==> src/rtl/dram_pkg.sv <==
// Shared types, address field positions and timing defaults for the DRAM command scheduler.
package dram_pkg;

  localparam int unsigned AddrW     = 33;
  localparam int unsigned RowW      = 15;
  localparam int unsigned ColW      = 8;
  localparam int unsigned NumBanks  = 16;
  localparam int unsigned BankIdxW  = 4;
  localparam int unsigned CntW      = 8;

  // Byte-address field positions.
  localparam int unsigned BgLsb  = 6;
  localparam int unsigned BaLsb  = 8;
  localparam int unsigned ColLsb = 10;
  localparam int unsigned RowLsb = 18;

  // Timing defaults in clocks.
  localparam int unsigned TRcdDef   = 24;
  localparam int unsigned TRpDef    = 24;
  localparam int unsigned TClDef    = 24;
  localparam int unsigned TCwlDef   = 20;
  localparam int unsigned TBurstDef = 4;

  typedef enum logic [2:0] {
    CmdNop = 3'd0,
    CmdAct = 3'd1,
    CmdPre = 3'd2,
    CmdRd  = 3'd3,
    CmdWr  = 3'd4
  } cmd_e;

  typedef enum logic [1:0] {
    OpRead  = 2'd0,
    OpWrite = 2'd1,
    OpFetch = 2'd2,
    OpRsvd  = 2'd3
  } op_e;

  function automatic logic [1:0] addr_bg(input logic [AddrW-1:0] addr);
    return addr[BgLsb +: 2];
  endfunction

  function automatic logic [1:0] addr_ba(input logic [AddrW-1:0] addr);
    return addr[BaLsb +: 2];
  endfunction

  function automatic logic [RowW-1:0] addr_row(input logic [AddrW-1:0] addr);
    return addr[RowLsb +: RowW];
  endfunction

  function automatic logic [ColW-1:0] addr_col(input logic [AddrW-1:0] addr);
    return addr[ColLsb +: ColW];
  endfunction

  // Bank table index is {BG, BA}.
  function automatic logic [BankIdxW-1:0] addr_bank(input logic [AddrW-1:0] addr);
    return {addr_bg(addr), addr_ba(addr)};
  endfunction

  // Only op 1 writes; fetch and reserved ops behave as reads.
  function automatic cmd_e cas_cmd(input logic [1:0] op);
    return (op == OpWrite) ? CmdWr : CmdRd;
  endfunction

endpackage

==> src/rtl/dram_cmd_sched_if.sv <==
// Request / command / response bundle between a requester and the DRAM command scheduler.
interface dram_cmd_sched_if;
  import dram_pkg::*;

  logic                req_valid;
  logic                req_ready;
  logic [1:0]          req_op;
  logic [AddrW-1:0]    req_addr;

  logic                cmd_valid;
  logic [2:0]          cmd_type;
  logic [1:0]          cmd_bg;
  logic [1:0]          cmd_ba;
  logic [RowW-1:0]     cmd_row;
  logic [ColW-1:0]     cmd_col;

  logic                rsp_valid;
  logic [1:0]          rsp_op;
  logic [AddrW-1:0]    rsp_addr;

  logic                busy;

  modport master (
    output req_valid, req_op, req_addr,
    input  req_ready, cmd_valid, cmd_type, cmd_bg, cmd_ba, cmd_row, cmd_col,
    input  rsp_valid, rsp_op, rsp_addr, busy
  );

  modport slave (
    input  req_valid, req_op, req_addr,
    output req_ready, cmd_valid, cmd_type, cmd_bg, cmd_ba, cmd_row, cmd_col,
    output rsp_valid, rsp_op, rsp_addr, busy
  );

endinterface

==> src/rtl/dram_bank_table.sv <==
// Per-bank open-page state: an open bit and the open row for each {BG, BA}.
module dram_bank_table
  import dram_pkg::*;
(
  input  logic                clk,
  input  logic                rst_n,
  input  logic [BankIdxW-1:0] lkp_idx,
  output logic                lkp_open,
  output logic [RowW-1:0]     lkp_row,
  input  logic                upd_en,
  input  logic [BankIdxW-1:0] upd_idx,
  input  logic                upd_open,
  input  logic [RowW-1:0]     upd_row
);

  logic [NumBanks-1:0] open_q;
  logic [RowW-1:0]     row_q [NumBanks];

  // Entries change only when a PRE or ACT is issued.
  always_ff @(posedge clk or negedge rst_n) begin
    if (!rst_n) begin
      open_q <= '0;
      for (int i = 0; i < NumBanks; i++) begin
        row_q[i] <= '0;
      end
    end else if (upd_en) begin
      open_q[upd_idx] <= upd_open;
      row_q[upd_idx]  <= upd_row;
    end
  end

  assign lkp_open = open_q[lkp_idx];
  assign lkp_row  = row_q[lkp_idx];

endmodule

==> src/rtl/dram_cmd_sched.sv <==
// Single-request DRAM command scheduler: classifies each request against the bank table and
// issues PRE/ACT/RD/WR with fixed timing, then pulses a completion once the data burst ends.
module dram_cmd_sched
  import dram_pkg::*;
#(
  parameter int unsigned T_RCD   = TRcdDef,
  parameter int unsigned T_RP    = TRpDef,
  parameter int unsigned T_CL    = TClDef,
  parameter int unsigned T_CWL   = TCwlDef,
  parameter int unsigned T_BURST = TBurstDef
) (
  input logic             clk,
  input logic             rst_n,
  dram_cmd_sched_if.slave bus
);

  if (T_RCD == 0 || T_RCD > 255 || T_RP == 0 || T_RP > 255 || T_CL == 0 || T_CL > 255 ||
      T_CWL == 0 || T_CWL > 255 || T_BURST == 0 || T_BURST > 255) begin : g_bad_timing
    $error("dram_cmd_sched: timing parameters must be 1..255");
  end

  localparam logic [CntW-1:0] TRcd   = CntW'(T_RCD);
  localparam logic [CntW-1:0] TRp    = CntW'(T_RP);
  localparam logic [CntW-1:0] TCl    = CntW'(T_CL);
  localparam logic [CntW-1:0] TCwl   = CntW'(T_CWL);
  localparam logic [CntW-1:0] TBurst = CntW'(T_BURST);

  // Each state names the command already on the bus (or the wait that follows it).
  typedef enum logic [2:0] {StIdle, StPre, StAct, StCas, StData} state_e;

  state_e            state_q, state_d;
  logic [CntW-1:0]   cnt_q, cnt_d;
  logic              burst_q, burst_d;
  logic [1:0]        op_q, op_d;
  logic [AddrW-1:0]  addr_q, addr_d;

  logic              req_ready_q, req_ready_d;
  logic              busy_q, busy_d;
  logic              cmd_valid_q, cmd_valid_d;
  cmd_e              cmd_type_q, cmd_type_d;
  logic [1:0]        cmd_bg_q, cmd_bg_d;
  logic [1:0]        cmd_ba_q, cmd_ba_d;
  logic [RowW-1:0]   cmd_row_q, cmd_row_d;
  logic [ColW-1:0]   cmd_col_q, cmd_col_d;
  logic              rsp_valid_q, rsp_valid_d;
  logic [1:0]        rsp_op_q, rsp_op_d;
  logic [AddrW-1:0]  rsp_addr_q, rsp_addr_d;

  logic              accept;
  logic [AddrW-1:0]  src_addr;
  logic [1:0]        src_op;
  logic [CntW-1:0]   lat;
  logic              issue_pre, issue_act, issue_cas;

  logic                lkp_open;
  logic [RowW-1:0]     lkp_row;
  logic                upd_en, upd_open;
  logic [RowW-1:0]     upd_row;

  assign accept   = bus.req_valid && req_ready_q;
  // The first command is built from the live request; later ones from the latched copy.
  assign src_addr = (state_q == StIdle) ? bus.req_addr : addr_q;
  assign src_op   = (state_q == StIdle) ? bus.req_op : op_q;
  assign lat      = (op_q == OpWrite) ? TCwl : TCl;

  dram_bank_table u_bank_table (
    .clk      (clk),
    .rst_n    (rst_n),
    .lkp_idx  (addr_bank(bus.req_addr)),
    .lkp_open (lkp_open),
    .lkp_row  (lkp_row),
    .upd_en   (upd_en),
    .upd_idx  (addr_bank(src_addr)),
    .upd_open (upd_open),
    .upd_row  (upd_row)
  );

  // Next-state, delay counting and command/response formatting.
  always_comb begin
    state_d     = state_q;
    cnt_d       = cnt_q;
    burst_d     = burst_q;
    op_d        = op_q;
    addr_d      = addr_q;
    cmd_valid_d = 1'b0;
    cmd_type_d  = CmdNop;
    cmd_bg_d    = '0;
    cmd_ba_d    = '0;
    cmd_row_d   = '0;
    cmd_col_d   = '0;
    rsp_valid_d = 1'b0;
    rsp_op_d    = '0;
    rsp_addr_d  = '0;
    upd_en      = 1'b0;
    upd_open    = 1'b0;
    upd_row     = '0;
    issue_pre   = 1'b0;
    issue_act   = 1'b0;
    issue_cas   = 1'b0;

    unique case (state_q)
      StIdle: begin
        if (accept) begin
          op_d    = bus.req_op;
          addr_d  = bus.req_addr;
          cnt_d   = 8'd1;
          burst_d = 1'b0;
          if (!lkp_open) begin
            issue_act = 1'b1;
            state_d   = StAct;
          end else if (lkp_row == addr_row(bus.req_addr)) begin
            issue_cas = 1'b1;
            state_d   = StCas;
          end else begin
            issue_pre = 1'b1;
            state_d   = StPre;
          end
        end
      end
      StPre: begin
        if (cnt_q == TRp) begin
          issue_act = 1'b1;
          state_d   = StAct;
          cnt_d     = 8'd1;
        end else begin
          cnt_d = cnt_q + 8'd1;
        end
      end
      StAct: begin
        if (cnt_q == TRcd) begin
          issue_cas = 1'b1;
          state_d   = StCas;
          cnt_d     = 8'd1;
        end else begin
          cnt_d = cnt_q + 8'd1;
        end
      end
      StCas, StData: begin
        // Two 8-bit phases (CAS latency, then burst) keep the counter narrow.
        state_d = StData;
        if (!burst_q) begin
          if (cnt_q == lat) begin
            burst_d = 1'b1;
            cnt_d   = 8'd1;
          end else begin
            cnt_d = cnt_q + 8'd1;
          end
        end else if (cnt_q == TBurst) begin
          rsp_valid_d = 1'b1;
          rsp_op_d    = op_q;
          rsp_addr_d  = addr_q;
          state_d     = StIdle;
          cnt_d       = '0;
          burst_d     = 1'b0;
        end else begin
          cnt_d = cnt_q + 8'd1;
        end
      end
      default: state_d = StIdle;
    endcase

    if (issue_pre || issue_act || issue_cas) begin
      cmd_valid_d = 1'b1;
      cmd_bg_d    = addr_bg(src_addr);
      cmd_ba_d    = addr_ba(src_addr);
      cmd_col_d   = addr_col(src_addr);
    end
    if (issue_pre) begin
      cmd_type_d = CmdPre;
      upd_en     = 1'b1;
    end
    if (issue_act) begin
      cmd_type_d = CmdAct;
      cmd_row_d  = addr_row(src_addr);
      upd_en     = 1'b1;
      upd_open   = 1'b1;
      upd_row    = addr_row(src_addr);
    end
    if (issue_cas) begin
      cmd_type_d = cas_cmd(src_op);
    end

    req_ready_d = (state_d == StIdle);
    busy_d      = (state_d != StIdle);
  end

  // State, latched request and registered outputs.
  always_ff @(posedge clk or negedge rst_n) begin
    if (!rst_n) begin
      state_q     <= StIdle;
      cnt_q       <= '0;
      burst_q     <= 1'b0;
      op_q        <= '0;
      addr_q      <= '0;
      req_ready_q <= 1'b0;
      busy_q      <= 1'b0;
      cmd_valid_q <= 1'b0;
      cmd_type_q  <= CmdNop;
      cmd_bg_q    <= '0;
      cmd_ba_q    <= '0;
      cmd_row_q   <= '0;
      cmd_col_q   <= '0;
      rsp_valid_q <= 1'b0;
      rsp_op_q    <= '0;
      rsp_addr_q  <= '0;
    end else begin
      state_q     <= state_d;
      cnt_q       <= cnt_d;
      burst_q     <= burst_d;
      op_q        <= op_d;
      addr_q      <= addr_d;
      req_ready_q <= req_ready_d;
      busy_q      <= busy_d;
      cmd_valid_q <= cmd_valid_d;
      cmd_type_q  <= cmd_type_d;
      cmd_bg_q    <= cmd_bg_d;
      cmd_ba_q    <= cmd_ba_d;
      cmd_row_q   <= cmd_row_d;
      cmd_col_q   <= cmd_col_d;
      rsp_valid_q <= rsp_valid_d;
      rsp_op_q    <= rsp_op_d;
      rsp_addr_q  <= rsp_addr_d;
    end
  end

  assign bus.req_ready = req_ready_q;
  assign bus.busy      = busy_q;
  assign bus.cmd_valid = cmd_valid_q;
  assign bus.cmd_type  = cmd_type_q;
  assign bus.cmd_bg    = cmd_bg_q;
  assign bus.cmd_ba    = cmd_ba_q;
  assign bus.cmd_row   = cmd_row_q;
  assign bus.cmd_col   = cmd_col_q;
  assign bus.rsp_valid = rsp_valid_q;
  assign bus.rsp_op    = rsp_op_q;
  assign bus.rsp_addr  = rsp_addr_q;

endmodule

==> src/flat_wrapper.sv <==
// flat-port wrapper written by rule: the top's interface ports become plain ports
module dram_cmd_sched_flat import dram_pkg::*;
#(
  parameter int unsigned T_RCD   = TRcdDef,
  parameter int unsigned T_RP    = TRpDef,
  parameter int unsigned T_CL    = TClDef,
  parameter int unsigned T_CWL   = TCwlDef,
  parameter int unsigned T_BURST = TBurstDef
)
  (clk, rst_n, bus_req_valid, bus_req_op, bus_req_addr, bus_req_ready, bus_cmd_valid, bus_cmd_type, bus_cmd_bg, bus_cmd_ba, bus_cmd_row, bus_cmd_col, bus_rsp_valid, bus_rsp_op, bus_rsp_addr, bus_busy);
  dram_cmd_sched_if bus_i ();
  input logic clk;
  input logic rst_n;
  input wire logic [$bits(bus_i.req_valid)-1:0] bus_req_valid;
  input wire logic [$bits(bus_i.req_op)-1:0] bus_req_op;
  input wire logic [$bits(bus_i.req_addr)-1:0] bus_req_addr;
  output wire logic [$bits(bus_i.req_ready)-1:0] bus_req_ready;
  output wire logic [$bits(bus_i.cmd_valid)-1:0] bus_cmd_valid;
  output wire logic [$bits(bus_i.cmd_type)-1:0] bus_cmd_type;
  output wire logic [$bits(bus_i.cmd_bg)-1:0] bus_cmd_bg;
  output wire logic [$bits(bus_i.cmd_ba)-1:0] bus_cmd_ba;
  output wire logic [$bits(bus_i.cmd_row)-1:0] bus_cmd_row;
  output wire logic [$bits(bus_i.cmd_col)-1:0] bus_cmd_col;
  output wire logic [$bits(bus_i.rsp_valid)-1:0] bus_rsp_valid;
  output wire logic [$bits(bus_i.rsp_op)-1:0] bus_rsp_op;
  output wire logic [$bits(bus_i.rsp_addr)-1:0] bus_rsp_addr;
  output wire logic [$bits(bus_i.busy)-1:0] bus_busy;
  assign bus_i.req_valid = bus_req_valid;
  assign bus_i.req_op = bus_req_op;
  assign bus_i.req_addr = bus_req_addr;
  assign bus_req_ready = bus_i.req_ready;
  assign bus_cmd_valid = bus_i.cmd_valid;
  assign bus_cmd_type = bus_i.cmd_type;
  assign bus_cmd_bg = bus_i.cmd_bg;
  assign bus_cmd_ba = bus_i.cmd_ba;
  assign bus_cmd_row = bus_i.cmd_row;
  assign bus_cmd_col = bus_i.cmd_col;
  assign bus_rsp_valid = bus_i.rsp_valid;
  assign bus_rsp_op = bus_i.rsp_op;
  assign bus_rsp_addr = bus_i.rsp_addr;
  assign bus_busy = bus_i.busy;
  dram_cmd_sched #(.T_RCD(T_RCD), .T_RP(T_RP), .T_CL(T_CL), .T_CWL(T_CWL), .T_BURST(T_BURST)) u_core (.clk(clk), .rst_n(rst_n), .bus(bus_i));
endmodule
==> config.mk <==
export PLATFORM = sky130hd
export DESIGN_NAME = dram_cmd_sched_flat
export DESIGN_NICKNAME = d
export VERILOG_FILES = /design/src/rtl/dram_pkg.sv /design/src/rtl/dram_cmd_sched_if.sv /design/src/rtl/dram_bank_table.sv /design/src/rtl/dram_cmd_sched.sv /design/src/flat_wrapper.sv
export SDC_FILE = /design/constraint.sdc
export NUM_CORES = 1
export LEC_CHECK = 0
export CAP_MARGIN = 30
export CORE_MARGIN = 4
export CORE_UTILIZATION = 60
export CTS_BUF_LIST = sky130_fd_sc_hd__clkbuf_16
export DETAILED_ROUTE_END_ITERATION = 12
export DONT_BUFFER_PORTS = 1
export GPL_ROUTABILITY_DRIVEN = 0
export PLACE_DENSITY = 0.77
export SETUP_SLACK_MARGIN = 0.2
export SYNTH_ARGS = -nofsm -noshare
export SYNTH_HDL_FRONTEND = slang
export SYNTH_SLANG_ARGS = --single-unit
==> constraint.sdc <==
create_clock -name clk -period 10.3 [get_ports clk]
set_input_delay 1.03 -clock clk [delete_from_list [all_inputs] [get_ports clk]]
set_output_delay 1.03 -clock clk [all_outputs]
set_load 0.05 [all_outputs]
==> impl_metrics.py, run 1 <==
metrics = {
    "sta": {
        "final.setup_skew_ns": 0.0249,
        "tightest_slew_ns": 1.35,
        "rsz0062_at_grt": "false",
        "relSlewSlack_pct": 10.3,
        "hold_violations": 0,
        "finalSetupTns_ns": 0,
        "drv_slew": 0,
        "fmax_ghz": 0.245,
        "min_period_ns": 4.08,
        "period_share_pct": 39.6,
        "setup_viol": 0,
    },
    "drt": {
        "drt-total-wl_um": 43800,
        "drt_iter0_drc": 1382,
        "ant_nets": 0,
        "vias": 11600,
        "drcViolationCount": 0,
        "avgRoutedWirePerCell_um": 26.5,
        "vias_per_cell": 6.99,
        "first_pass_iters": 6,
    },
    "hold_path": {
        "hold_class": "primary input to async pin",
    },
    "logic_synthesis": {
        "yosysMostFrequentCell": "dfrtp_1",
        "async_flop_share_pct": 100,
        "synth_cells": 1312,
        "synth_xor_area_share_pct": 1.55,
        "synth_adder_area_share_pct": 0.152,
        "ys_types": 60,
        "yosysWarnings": 0,
        "ys_ff_latch": 372,
        "muxShareOfSynthArea_pct": 9.73,
        "synth_area_per_cell_um2": 12.5,
        "seq_area_frac_synth_pct": 56.7,
        "synth_edf_count": 0,
        "yosys-top-cells-count": "372 x dfrtp_1, 241 x a22o_1, 178 x nand2_1, 64 x clkbuf_1, 53 x a21oi_1",
        "synth-main-ff-cell": "dfrtp_1",
        "mappedNetlistNets": 1352,
        "syn_area_um2": 16400,
        "synth_top_family_by_area": "compound AO/OA/AOI/OAI gates",
        "synth_compound_area_share_pct": 19.8,
        "synth_top_area_cell": "dfrtp_1",
        "synthSimpleGateAreaFrac_pct": 8.41,
        "synth_top_area_share_pct": 56.7,
        "netlist_top_cells_area": "dfrtp_1 57%, a22o_1 13%, mux4_2 6.0%, nand2_1 4.1%, mux2i_1 2.4%",
    },
    "setup_path": {
        "path_max_fanout": 42,
        "critPathLaunchType": "flop",
        "crit_arrival_ns": 4.47,
        "critical_path_class": "flop to flop",
        "cpPeakStageDelay_ns": 0.75,
        "critPathTopFamily": "simple AND/OR/NAND/NOR gates",
        "slowest_stage": "nand3_2",
        "path_buf_inv": 3,
        "required_ns": 10.69,
        "cp-end-kind": "flop",
        "cp_common_cell": "buf_4",
        "reg2reg_depth": 10,
        "r2r_setup_slack_ns": 6.22,
        "crit_cells": 10,
        "crit_chain": "or2_2 -> nor2_4 -> buf_4 -> nand3_2 -> o21ai_1 -> buf_4 -> or4b_1 -> buf_16 -> o211ai_2 -> a22o_1",
    },
    "global_routing": {
        "grt_max_degree": 373,
        "grt_pass1_wl_um": 68100,
        "grt_usage_pct": 28.7,
        "overflow": 0,
        "grt_pass1_vias": 11400,
        "antenna_found_initial": 1,
    },
    "clock_network": {
        "cts_setup_buffers": 0,
        "cts_tree": "yes",
        "cts_buffer_depth": 3,
        "cts_sinks": 372,
        "cts_resized": 0,
        "h-tree-depth": 2,
        "cts-root-buf": "clkbuf_16",
        "cts_made_buffers": 38,
        "cts-hold-fix-buffers": 0,
        "path_clk_slew_ns": 0.06,
        "clk_latency_ns": 0.52,
    },
    "power": {
        "p_per_area_nw_per_um2": 159,
        "leakage_nw": 8.35,
        "irDropWorstVdd_mv": 0.137,
    },
    "floorplanning": {
        "die_area_um2": 30100,
        "core-area_um2": 27000,
        "initial_core_util_pct": 60.9,
        "die_y_um": 173,
        "io_pins": 107,
        "core.rowCount": 60,
        "die_x_um": 173,
    },
    "run": {
        "maxCapViolCount": 0,
    },
    "placement": {
        "hpwl_um": 25800,
        "placed_area_um2": 16600,
        "io_buffers": 0,
    },
    "finish": {
        "final_area_um2": 17800,
        "drive_gt1_share_pct": 14.4,
        "fin_nets": 1326,
        "syn_to_final_growth_pct": 8.46,
        "fill_cells": 1915,
        "num_antenna_cells": 0,
    },
    "run_status": {
        "status": "complete, no violations",
    },
}
-- logic make-up (layout without fill, tap and decap cells) --
group                      after synthesis  in the layout
muxes                                  101            101
DFF                                    372            372
xor gates and xnor gates                29             29
buffers and inverters                  114            113
AOI/OAI and AO/OA                      391            391
and+or+nand+nor                        303            303
adders and majority gates                2              2
-- stage by stage --
| step | hold slack (ns) | total power, W | instances | setup slack (ns) | util, % |
|---|---|---|---|---|---|
| global placement | 0.448 | 0.00153 | 1583 | 5.75 | 61.4 |
| detailed placement | 0.455 | 0.00153 | 1586 | 5.71 | 61.6 |
| global route | 0.187 | 0.00291 | 1652 | 6.00 | 66.1 |
| CTS | 0.203 | 0.00284 | 1651 | 5.67 | 66.0 |
| floorplan | 0.437 | 0.00154 | 1312 | 6.10 | - |
| finish | 0.210 | 0.00283 | 1652 | 6.22 | 66.1 |
-- where the power goes --
part	internal [W]	switching, W
logic	0.0000234	0.0000159
clock network	0.000761	0.000566
registers	0.00146	0.000000994
-- flip-flops by register name (all words and copies together), names as in the netlist --
name and flops:
u_core.addr_q 33, u_core.burst_q 1, u_core.bus.busy 1, u_core.bus.cmd_ba 2, u_core.bus.cmd_bg 2, u_core.bus.cmd_col 8, u_core.bus.cmd_row 15, u_core.bus.cmd_type 3
u_core.bus.cmd_valid 1, u_core.bus.req_ready 1, u_core.bus.rsp_addr 33, u_core.bus.rsp_op 2, u_core.bus.rsp_valid 1, u_core.cnt_q 8, u_core.op_q 2, u_core.state_q 3
u_core.u_bank_table.open_q 16, u_core.u_bank_table.row_q 240
-- worst paths after layout --
check | from | end
worst max-delay path | u_core.state_q[1]$_DFF_PN0_ | u_core.u_bank_table.row_q[23]$_DFFE_PN0P_
worst min-delay path | rst_n | u_core.cnt_q[4]$_DFFE_PN0P_
worst max register to register | u_core.state_q[1]$_DFF_PN0_ | u_core.u_bank_table.row_q[23]$_DFFE_PN0P_
worst min register to register | u_core.addr_q[2]$_DFFE_PN0P_ | u_core.addr_q[2]$_DFFE_PN0P_
max in group asynchronous | rst_n | u_core.bus.cmd_row[0]$_DFF_PN0_
min in group clk | u_core.addr_q[2]$_DFFE_PN0P_ | u_core.addr_q[2]$_DFFE_PN0P_
-- area by class of cell --
type | count | area, um2 | share of cell area (%)
clock buffers | 39 | 976 | 5.48
clock inverters | 26 | 200 | 1.12
multi-input cells | 826 | 6520 | 36.6
inverters | 8 | 30.0 | 0.169
well taps | 341 | 427 | 2.39
repair buffers | 40 | 352 | 1.97
flip-flops and latches | 372 | 9310 | 52.3
-- placed cells by master, fill, tap and decap left out, drive strengths merged, types with 7 or more instances in the layout --
cell type / n
o21ai: 21
xor2: 10
mux2i: 40
clkbuf: 39
clkinv: 17
xnor2: 19
o22ai: 9
a221oi: 7
buf: 40
a22o: 241
o211ai: 16
dfrtp: 372
mux4: 45
and2: 36
nand2b: 10
mux2: 16
nor2: 34
nand3: 8
inv: 13
a21oi: 53
nand2: 178
a31oi: 25
-- routing by layer --
metal	global-route usage [%]	vias up	wire, um
met5	0	-	0
li1	-	4821	-
met4	10.3	0	1650
met1	40.5	5902	17500
met3	7.76	126	4810
met2	43.6	704	19800
Power figures use the tool's default switching activity.
==> run 2: changes to the inputs <==
--- a/config.mk
+++ b/config.mk
@@ -7,12 +7,12 @@
 export LEC_CHECK = 0
 export CAP_MARGIN = 30
 export CORE_MARGIN = 4
-export CORE_UTILIZATION = 60
+export CORE_UTILIZATION = 57
 export CTS_BUF_LIST = sky130_fd_sc_hd__clkbuf_16
 export DETAILED_ROUTE_END_ITERATION = 12
 export DONT_BUFFER_PORTS = 1
 export GPL_ROUTABILITY_DRIVEN = 0
-export PLACE_DENSITY = 0.77
+export PLACE_DENSITY = 0.76
 export SETUP_SLACK_MARGIN = 0.2
 export SYNTH_ARGS = -nofsm -noshare
 export SYNTH_HDL_FRONTEND = slang
==> constraint.sdc (replaced) <==
create_clock -name clk -period 3.3 [get_ports clk]
set_input_delay 0.33 -clock clk [delete_from_list [all_inputs] [get_ports clk]]
set_output_delay 0.33 -clock clk [all_outputs]
set_load 0.05 [all_outputs]
==> impl_metrics.py, run 2 (same netlist as run 1, synthesis figures left out) <==
metrics = {
    "run_status": {
        "status": "finished, violations left",
        "violations": "hold timing",
    },
    "drt": {
        "first_pass_iters": 7,
        "drt-total-wl_um": 45300,
        "avgRoutedWirePerCell_um": 25.5,
        "vias": 11900,
        "drt_iter0_drc": 1389,
        "ant_nets": 0,
        "vias_per_cell": 6.71,
        "drcViolationCount": 0,
    },
    "sta": {
        "rsz0062_at_grt": "false",
        "period_share_pct": 92.4,
        "setup_viol": 0,
        "whs_ns": -0.500,
        "final.setup_skew_ns": 0.0146,
        "fmax_ghz": 0.328,
        "relSlewSlack_pct": 34.8,
        "finalSetupTns_ns": 0,
        "drv_slew": 0,
        "tightest_slew_ns": 0.978,
        "min_period_ns": 3.05,
        "hold_violations": 372,
    },
    "power": {
        "leakage_nw": 8.79,
        "irDropWorstVdd_mv": 0.371,
        "p_sw_w": 0.00184,
        "intPower_w": 0.00715,
        "clkPwrFrac_pct": 47.2,
        "p_per_area_nw_per_um2": 476,
        "p_total_w": 0.00898,
        "p_seq_share_pct": 50.9,
        "p_sw_share_pct": 20.4,
        "power_frac_comb_pct": 1.9,
    },
    "finish": {
        "final_common_cell": "dfrtp_1",
        "layout_common_cells": "372 x dfrtp_1, 241 x a22o_1, 178 x nand2_1",
        "top_register": "u_core.u_bank_table.row_q",
        "largest_reg_flops": 240,
        "num_antenna_cells": 0,
        "syn_to_final_growth_pct": 14.9,
        "fin_util_pct": 67.2,
        "final_cells": 1772,
        "drive_gt1_share_pct": 18.0,
        "fin_nets": 1406,
    },
    "clock_network": {
        "path_clk_slew_ns": 0.06,
        "cts_tree": "yes",
        "cts-hold-fix-buffers": 35,
        "h-tree-depth": 2,
        "cts_made_buffers": 39,
        "cts-root-buf": "clkbuf_16",
        "clk_latency_ns": 0.53,
        "cts_buffer_depth": 3,
        "cts_sinks": 372,
    },
    "setup_path": {
        "path_max_fanout": 12,
        "required_ns": 3.76,
        "critical_path_class": "flop to flop",
        "cp-end-kind": "flop",
        "crit_arrival_ns": 3.51,
        "critPathLaunchType": "flop",
    },
    "global_routing": {
        "overflow": 0,
        "antenna_found_initial": 0,
        "grt_pass1_vias": 12000,
        "grt_max_degree": 373,
        "grt_usage_pct": 28.9,
        "grt_pass1_wl_um": 70500,
    },
    "floorplanning": {
        "core.rowCount": 61,
        "die_x_um": 178,
        "initial_core_util_pct": 58.5,
        "core-area_um2": 28100,
        "die_y_um": 178,
        "io_pins": 107,
        "die_area_um2": 31600,
    },
    "placement": {
        "io_buffers": 0,
        "hpwl_um": 27100,
        "dp.cells": 1664,
    },
    "hold_path": {
        "hold_class": "primary input to async pin",
    },
    "run": {
        "maxCapViolCount": 0,
    },
}
## run 2: what timing repair did
| item | 4_1_cts | 5_1_grt |
|---|---|---|
| cloned | 0 | 1 |
| pin swaps | 0 | 3 |
| resized for setup | 3 | 12 |
| buffers inserted | 1 | 2 |
| setup endpoints to repair | 160 | 255 |
| endpoints found under the hold margin | 417 | 372 |
## run 2: power by group through the flow
stage	clock network, W	logic (W)	registers, W
final	0.00424	0.000170	0.00457
after global placement	0	0.000121	0.00465
after CTS	0.00429	0.000165	0.00457
after floorplan	0	0.000167	0.00465
after detailed placement	0	0.000123	0.00465
after global routing	0.00448	0.000179	0.00457
## run 2: routing by layer
| layer | GRT usage (%) | up-vias | wire length (um) |
|---|---|---|---|
| li1 | - | 4975 | - |
| met1 | 40.1 | 6156 | 18600 |
| met2 | 45.4 | 663 | 20900 |
| met3 | 6.69 | 104 | 4380 |
| met4 | 9.89 | 0 | 1390 |
| met5 | 0 | - | 0 |
## run 2: final timing paths
kind / slack (ns) / end / start / cells past startpoint
max: 0.25 / u_core.u_bank_table.row_q[31]$_DFFE_PN0P_ / u_core.u_bank_table.row_q[8]$_DFFE_PN0P_ / 9
max reg2reg: 0.25 / u_core.u_bank_table.row_q[31]$_DFFE_PN0P_ / u_core.u_bank_table.row_q[8]$_DFFE_PN0P_ / 9
min in group clk: 0.17 / u_core.bus.cmd_row[13]$_DFF_PN0_ / bus_req_addr[31] / 3
min: -0.50 / u_core.cnt_q[4]$_DFFE_PN0P_ / rst_n / 0
min reg2reg: 0.49 / u_core.addr_q[4]$_DFFE_PN0P_ / u_core.addr_q[4]$_DFFE_PN0P_ / 2
max in group asynchronous: 2.98 / u_core.u_bank_table.open_q[9]$_DFFE_PN0P_ / rst_n / 0
## run 2: area by class of cell
| type | count | area, um2 |
|---|---|---|
| Multi-Input combinational cell | 826 | 6630 |
| Sequential cell | 372 | 9310 |
| Clock buffer | 41 | 1030 |
| Inverter | 8 | 30.0 |
| Tap cell | 378 | 473 |
| Fill cell | 2042 | 9220 |
| Clock inverter | 28 | 201 |
| Timing Repair Buffer | 119 | 1200 |
## run 2: stage by stage
step                      setup WS [ns]  instance area, um2  hold WS (ns)
after floorplan                  0.0484               16600        0.0344
after global placement            0.148               17200        0.0460
after detailed placement          0.160               17200        0.0461
after CTS                         0.204               18800        -0.505
after global routing              0.205               18900        -0.512
final                             0.250               18900        -0.500
## run 2: critical path, cell delays in order, from the launching register on
cell and delay (ns):
dfrtp_1 0.38, mux4_2 0.49, mux2i_2 0.25, xor2_1 0.32, a41o_1 0.24, or4b_4 0.51, buf_12 0.18, o211ai_4 0.26
buf_12 0.19, a22o_1 0.15
==> run 3: changes to the inputs <==
--- a/config.mk
+++ b/config.mk
@@ -7,12 +7,12 @@
 export LEC_CHECK = 0
 export CAP_MARGIN = 30
 export CORE_MARGIN = 4
-export CORE_UTILIZATION = 57
+export CORE_UTILIZATION = 30
 export CTS_BUF_LIST = sky130_fd_sc_hd__clkbuf_16
 export DETAILED_ROUTE_END_ITERATION = 12
 export DONT_BUFFER_PORTS = 1
 export GPL_ROUTABILITY_DRIVEN = 0
-export PLACE_DENSITY = 0.76
+export PLACE_DENSITY = 0.46
 export SETUP_SLACK_MARGIN = 0.2
 export SYNTH_ARGS = -nofsm -noshare
 export SYNTH_HDL_FRONTEND = slang
==> impl_metrics.py, run 3 (same netlist as run 1, synthesis figures left out) <==
metrics = {
    "sta": {
        "min_period_ns": 3.23,
        "drv_slew": 0,
        "final.setup_skew_ns": 0.0220,
        "setup_viol": 0,
        "whs_ns": -0.539,
        "relSlewSlack_pct": 36.4,
        "rsz0062_at_grt": "true",
        "finalSetupTns_ns": 0,
        "hold_violations": 372,
        "tightest_slew_ns": 0.950,
        "setup_ws_ns": 0.0675,
        "fmax_ghz": 0.309,
        "period_share_pct": 98.0,
    },
    "power": {
        "leakage_nw": 8.90,
        "power_frac_comb_pct": 2.0,
        "p_sw_w": 0.00198,
        "irDropWorstVdd_mv": 0.288,
        "p_total_w": 0.00933,
        "p_per_area_nw_per_um2": 476,
        "p_seq_share_pct": 49.0,
        "clkPwrFrac_pct": 49.0,
        "p_sw_share_pct": 21.2,
        "intPower_w": 0.00735,
    },
    "placement": {
        "hpwl_um": 33400,
        "dp.cells": 1983,
        "place_ws_ns": -0.288,
        "io_buffers": 0,
    },
    "setup_path": {
        "r2r_setup_slack_ns": 0.07,
        "cp-end-kind": "flop",
        "critPathTopFamily": "compound AO/OA/AOI/OAI gates",
        "crit_arrival_ns": 3.73,
        "critical_path_class": "flop to flop",
        "path_buf_inv": 2,
        "critPathLaunchType": "flop",
        "slowest_stage": "mux4_2",
        "cpPeakStageDelay_ns": 0.49,
        "path_max_fanout": 18,
        "crit_chain": "mux4_2 -> mux2i_1 -> xnor2_1 -> a2111oi_4 -> nand4_1 -> a2111o_1 -> buf_12 -> o211ai_2 -> buf_6 -> a22o_1",
        "required_ns": 3.80,
    },
    "floorplanning": {
        "initial_core_util_pct": 30.4,
        "io_pins": 107,
        "core-area_um2": 54000,
        "die_x_um": 242,
        "die_area_um2": 58600,
        "core.rowCount": 85,
        "die_y_um": 242,
    },
    "clock_network": {
        "h-tree-depth": 2,
        "cts_made_buffers": 42,
        "cts-root-buf": "clkbuf_16",
        "clk_latency_ns": 0.57,
        "cts-hold-fix-buffers": 35,
        "cts_sinks": 372,
        "path_clk_slew_ns": 0.06,
        "cts_buffer_depth": 3,
        "cts_tree": "yes",
    },
    "finish": {
        "syn_to_final_growth_pct": 19.3,
        "drive_gt1_share_pct": 19.2,
        "fin_nets": 1409,
        "num_antenna_cells": 0,
        "layout_common_cells": "372 x dfrtp_1, 241 x a22o_1, 178 x nand2_1",
        "final_common_cell": "dfrtp_1",
        "final_cells": 2095,
        "fin_util_pct": 36.3,
        "top_register": "u_core.u_bank_table.row_q",
        "largest_reg_flops": 240,
        "fill_cells": 5246,
    },
    "drt": {
        "avgRoutedWirePerCell_um": 26.2,
        "drt_iter0_drc": 983,
        "vias": 11400,
        "drcViolationCount": 0,
        "vias_per_cell": 5.46,
        "first_pass_iters": 5,
        "drt-total-wl_um": 54800,
        "ant_nets": 0,
    },
    "global_routing": {
        "grt_max_degree": 373,
        "overflow": 0,
        "antenna_found_initial": 0,
        "grt_pass1_wl_um": 81600,
        "grt_pass1_vias": 11600,
        "grt_usage_pct": 18.3,
    },
    "run_status": {
        "status": "finished, violations left",
        "violations": "hold timing",
    },
    "run": {
        "maxCapViolCount": 0,
    },
    "hold_path": {
        "hold_class": "primary input to async pin",
    },
}
[run 3: changes by cell type in the layout (fill, tap and decap cells not counted), moves of 4 or more]
cell	before	now
buf_6	3	19
nor2_1	33	18
buf_12	15	20
a31oi_4	0	4
buf_4	65	42
inv_1	13	18
nor2_2	0	15
[run 3: metal layers]
layer  global-route usage, %  up-vias  wire length (um)  share of wire (%)
met5                       0        -                 0                  0
met4                    5.14        0              1520                2.8
met3                    4.37       90              3520                6.4
met2                    28.6      399             25000                 46
met1                    25.6     5948             24800                 45
li1                        -     4994                 -                  -
[run 3: cell type report]
class | instances | area [um2] | area share [%]
inverters | 8 | 30.0 | 0.153
multi-input cells | 826 | 6720 | 34.3
repair buffers | 119 | 1350 | 6.89
well taps | 696 | 871 | 4.44
flip-flops and latches | 372 | 9310 | 47.5
clock buffers | 45 | 1130 | 5.74
clock inverters | 29 | 200 | 1.02
[run 3: path summary, 6_finish.rpt]
kind / startpoint / end / cells after the start
worst max-delay path: u_core.u_bank_table.row_q[145]$_DFFE_PN0P_ / u_core.u_bank_table.row_q[14]$_DFFE_PN0P_ / 10
worst min-delay path: rst_n / u_core.bus.rsp_addr[32]$_DFF_PN0_ / 0
worst max register to register: u_core.u_bank_table.row_q[145]$_DFFE_PN0P_ / u_core.u_bank_table.row_q[14]$_DFFE_PN0P_ / 10
worst min register to register: u_core.addr_q[0]$_DFFE_PN0P_ / u_core.addr_q[0]$_DFFE_PN0P_ / 2
max in group asynchronous: rst_n / u_core.bus.cmd_row[8]$_DFF_PN0_ / 0
min in group clk: bus_req_addr[28] / u_core.bus.cmd_row[10]$_DFF_PN0_ / 3
[run 3: power groups by stage]
stage / combinational [W] / sequential, W / clock (W)
4_1_cts: 0.000183 / 0.00457 / 0.00469
3_5_place_dp: 0.000136 / 0.00465 / 0
5_1_grt: 0.000191 / 0.00457 / 0.00488
3_3_place_gp: 0.000136 / 0.00465 / 0
2_1_floorplan: 0.000167 / 0.00465 / 0
6_report: 0.000183 / 0.00457 / 0.00457
[run 3: timing repair]
action / CTS / global route
gates resized for setup: 8 / 28
gates cloned: 0 / 1
endpoints found under the setup margin: 260 / 260
setup buffers: 2 / 0
pin swaps: 2 / 0
endpoints found under the hold margin: 417 / 372
[run 3: metrics by stage]
step,cell area (um2),hold slack (ns)
after floorplan,16600,0.0344
after global placement,17600,0.0556
after detailed placement,17700,0.0587
after CTS,19500,-0.553
after global routing,19600,-0.565
final,19600,-0.539
